File: config.mk
export PLATFORM = sky130hd
export DESIGN_NAME = sprite_palette_anim
export DESIGN_NICKNAME = d
export VERILOG_FILES = /design/src/rtl/sprite_palette_anim.sv
export SDC_FILE = /design/constraint.sdc
export NUM_CORES = 1
export LEC_CHECK = 0
export ABC_AREA = 1
export CORE_AREA = 2 2 257 259
export DETAILED_ROUTE_END_ITERATION = 7
export DIE_AREA = 0 0 259 261
export GPL_TIMING_DRIVEN = 0
export SETUP_SLACK_MARGIN = 0.1
export SYNTH_ARGS = -nofsm -noshare
export SYNTH_HDL_FRONTEND = slang
export SYNTH_SLANG_ARGS = --single-unit
File: constraint.sdc
create_clock -name Clk -period 17.98 [get_ports Clk]
set_input_delay 1.798 -clock Clk [delete_from_list [all_inputs] [get_ports Clk]]
set_output_delay 1.798 -clock Clk [all_outputs]
set_load 0.01 [all_outputs]
File: src/rtl/sprite_palette_anim.sv
// Multi-bank colour palette with a 2-stage lookup and frame-driven bank cycling.
// Define PALETTE_TRANSPARENT_EN to add a 'transparent' output that flags index 0.
module sprite_palette_anim #(
    parameter  int INDEX_W     = 4,
    parameter  int COLOR_W     = 4,
    parameter  int NUM_BANKS   = 2,
    parameter  int FRAME_TICKS = 4,
    localparam int BANK_W      = (NUM_BANKS > 1) ? $clog2(NUM_BANKS) : 1,
    localparam int RGB_W       = 3 * COLOR_W
) (
    input  logic               Clk,
    input  logic               Reset,
    input  logic               pix_valid,
    input  logic [INDEX_W-1:0] pix_index,
    input  logic               wr_en,
    input  logic [BANK_W-1:0]  wr_bank,
    input  logic [INDEX_W-1:0] wr_index,
    input  logic [RGB_W-1:0]   wr_rgb,
    input  logic               frame_tick,
    input  logic               anim_en,
    input  logic               bank_load,
    input  logic [BANK_W-1:0]  bank_sel,
    output logic               rgb_valid,
    output logic [COLOR_W-1:0] red,
    output logic [COLOR_W-1:0] green,
    output logic [COLOR_W-1:0] blue,
`ifdef PALETTE_TRANSPARENT_EN
    output logic               transparent,
`endif
    output logic [BANK_W-1:0]  active_bank
);

    localparam int CNT_W  = (FRAME_TICKS > 1) ? $clog2(FRAME_TICKS) : 1;
    localparam int ADDR_W = BANK_W + INDEX_W;
    localparam int DEPTH  = 2 ** INDEX_W;
    localparam int SLOTS  = 2 ** ADDR_W;

    logic [RGB_W-1:0]  pal [SLOTS];
    logic [ADDR_W-1:0] wr_addr;
    logic [ADDR_W-1:0] rd_addr;
    logic [RGB_W-1:0]  rd_data;

    logic [BANK_W-1:0] bank_q, bank_d;
    logic [CNT_W-1:0]  cnt_q, cnt_d;

    logic              s1_valid_q;
    logic [RGB_W-1:0]  s1_rgb_q;
    logic              out_valid_q;
    logic [RGB_W-1:0]  out_rgb_q;

    assign wr_addr = {wr_bank, wr_index};
    assign rd_addr = {bank_q, pix_index};
    assign rd_data = pal[rd_addr];

    // Slots beyond NUM_BANKS have no storage, so writes to them vanish.
    for (genvar e = 0; e < SLOTS; e++) begin : g_ent
        if ((e / DEPTH) < NUM_BANKS) begin : g_real
            logic [RGB_W-1:0] ent_q;
            always_ff @(posedge Clk or posedge Reset) begin
                if (Reset) begin
                    ent_q <= '0;
                end else if (wr_en && (wr_addr == ADDR_W'(e))) begin
                    ent_q <= wr_rgb;
                end
            end
            assign pal[e] = ent_q;
        end else begin : g_none
            assign pal[e] = '0;
        end
    end

    always_comb begin
        bank_d = bank_q;
        cnt_d  = cnt_q;
        if (bank_load) begin
            cnt_d = '0;
            if (32'(bank_sel) < NUM_BANKS) begin
                bank_d = bank_sel;
            end
        end else if (anim_en && frame_tick) begin
            if (cnt_q == CNT_W'(FRAME_TICKS - 1)) begin
                cnt_d  = '0;
                bank_d = (bank_q == BANK_W'(NUM_BANKS - 1)) ? '0 : bank_q + 1'b1;
            end else begin
                cnt_d = cnt_q + 1'b1;
            end
        end
    end

    always_ff @(posedge Clk or posedge Reset) begin
        if (Reset) begin
            bank_q <= '0;
            cnt_q  <= '0;
        end else begin
            bank_q <= bank_d;
            cnt_q  <= cnt_d;
        end
    end

    // Stage 1 reads the palette before any same-edge write lands.
    always_ff @(posedge Clk or posedge Reset) begin
        if (Reset) begin
            s1_valid_q  <= 1'b0;
            s1_rgb_q    <= '0;
            out_valid_q <= 1'b0;
            out_rgb_q   <= '0;
        end else begin
            s1_valid_q  <= pix_valid;
            out_valid_q <= s1_valid_q;
            if (pix_valid) begin
                s1_rgb_q <= rd_data;
            end
            if (s1_valid_q) begin
                out_rgb_q <= s1_rgb_q;
            end
        end
    end

`ifdef PALETTE_TRANSPARENT_EN
    logic s1_transp_q;
    logic out_transp_q;

    always_ff @(posedge Clk or posedge Reset) begin
        if (Reset) begin
            s1_transp_q  <= 1'b0;
            out_transp_q <= 1'b0;
        end else begin
            if (pix_valid) begin
                s1_transp_q <= (pix_index == '0);
            end
            if (s1_valid_q) begin
                out_transp_q <= s1_transp_q;
            end
        end
    end

    assign transparent = out_transp_q;
`endif

    assign rgb_valid   = out_valid_q;
    assign red         = out_rgb_q[RGB_W-1 -: COLOR_W];
    assign green       = out_rgb_q[2*COLOR_W-1 -: COLOR_W];
    assign blue        = out_rgb_q[COLOR_W-1:0];
    assign active_bank = bank_q;

endmodule

==> reports/metrics.cfg <==
[setup_path]
r2r_cells=5
crit_path_start_kind=input pin
critPathArrivalTime_ps=4440
end_kind=flip-flop
cp.required_ps=18490
path_class=in -> reg
crit_fanout=10

[floorplan]
die-area_mm2=0.0676
io_pins=43
fp.dieH_um=261
coreArea_mm2=0.0650
die_w_um=259
initial_core_util_pct=28.6
placementRows=94

[cells_and_area]
multi_input_area_mm2=0.00731
final_cells=3295
layout-drive-gt1-share_pct=7.25
fin_area_mm2=0.0217
seq_area_mm2=0.0103
num-fill-cells=6863
area_delta_synth_final_pct=16.7
final_common_cell=nand2_1
nets=2424
fin_util_pct=33.3
final_cell_mix=nand2_1, dfrtp_1, nand3_1

[timing]
setup_viol=0
rsz0062_at_grt=no
hold_violations=0
max_slew_margin_pct=30.3
final_max_slew_viol_count=0
fmax_ghz=0.255
period_share_pct=21.8
period_needed_ps=3920
clock-skew-final_ps=22.1
max_slew.worst_pin.slew_ps=1050

[power]
p_leak_nw=9.95
power.density_mw_per_mm2=119
power_mw=2.57
irDropWorstVdd_v=0.0000664

[clock_network]
path_clk_slew_ps=60
cts_sinks=413
root_buffer=clkbuf_16
post-cts-setup-buffers=0
cts_tree=yes
htree_levels=2
cts_buffers=45
cts_resized=0
clk_path_buf_depth=3
insertion_delay_ps=600
cts_hold_buf=0

[drt]
drt-total-wl_um=70100
dr.pass1.iters=7
vias_per_cell=5.13
drc=0
postRouteAntennaNets=0
wl_per_cell_um=21.3
vias=16901
first_iter_violations=1998

[place]
io_buffers=40
dpl_cell_area_mm2=0.0201
dp.cells=3211
gp_congestion=1.02
dpl.hpwl_um=49500

[synthesis]
synth.ff_latch_count=413
synthCells=2304
ys_seq_area_share_pct=55.7
synth_fp_nets=2334
yosys_warnings=0
synth_cell_types=21
netlist_area_mm2=0.0186
avgSynthCellArea_um2=8.06

[outcome]
status=finished clean

[global_routing]
antenna_found_initial=2
grt_overflow=0
grt_max_degree=128
grtUsageTotal_pct=20.9
grt_pass1_wl_um=106000
grt_pass1_vias=16407

[run]
max_cap_viol_count=0

[min_path]
min_path_type=reg -> reg
holdPathStages=0

## metrics by stage
step	worst slack, ps	hold slack (ps)	TNS, ps
global placement	-887	430	-345500
detailed placement	13610	426	0
global route	14070	466	0
CTS	14180	449	0
finish	14060	445	0
floorplan	4690	407	0
## metal layers
metal / track usage, % / vias up / part of all wire [%]
li1: - / 7714 / -
met1: 28.0 / 8381 / 43
met2: 32.4 / 634 / 45
met3: 3.32 / 172 / 6.6
met4: 11.6 / 0 / 5.6
met5: 0 / - / 0
## final timing paths
| path | startpoint | slack (ps) | to |
|---|---|---|---|
| setup / recovery | pix_index[2] | 14060 | s1_rgb_q[0] |
| min in group asynchronous | Reset | 1680 | g_ent[25].g_real.ent_q[6] |
| hold / removal | s1_valid_q | 440 | rgb_valid |
| hold reg to reg | s1_valid_q | 440 | rgb_valid |
| max in group asynchronous | Reset | 14820 | g_ent[8].g_real.ent_q[5] |
| setup reg to reg | active_bank | 16210 | s1_rgb_q[0] |
## power by group
part	switching, mW	total, mW	internal [mW]
logic	0.257	0.408	0.151
clock network	0.396	0.964	0.568
registers	0.0969	1.20	1.10
total	0.750	2.57	1.82
## worst max-delay path: stages
cell and delay [ps]:
clkdlybuf4s50_1 630, buf_2 390, buf_1 710, nand3_1 150, nand2_1 180, nand2_1 80, nand3_1 180, nand3_1 190
nand2_1 110
## sequential cells by signal (all words and copies together) (netlist names)
name and count:
active_bank 1, s1_valid_q 1, g_ent.g_real.ent_q 384, s1_rgb_q 12
cnt_q 2, out_rgb_q 12, rgb_valid 1
## Yosys cell counts, drive strengths merged
library cell  number  area (µm²)
a21oi              2        10.0
a31oi              1        6.26
buf               91         459
clkbuf            94         353
dfrtp            413       10300
ha                 1        12.5
inv               28         108
mux2              12         135
nand2            929        3490
nand3            326        1630
nor2              18        80.1
o21ai            387        1940
or2                2        15.0
## logic make-up (layout without fill, tap and decap cells)
logic type | Yosys count | after routing | synth area share (%)
flops | 413 | 413 | 55.7
fa+ha+maj | 1 | 1 | 0.0674
simple gates | 1275 | 1275 | 28.1
compound gates | 390 | 390 | 10.5
buf+inv | 213 | 338 | 4.95
other cells | 0 | 2 | 0
mux | 12 | 12 | 0.728
## cell type report
type | instances | area share, %
timing repair buffer | 43 | 2.23
multi-input combinational | 1678 | 33.7
inverter | 28 | 0.531
clock buffer | 71 | 6.34
sequential | 413 | 47.7
buffer | 185 | 3.75
tap | 864 | 4.99
clock inverter | 11 | 0.733
antenna | 2 | 0.0231
(Power assumes the default switching activity.)
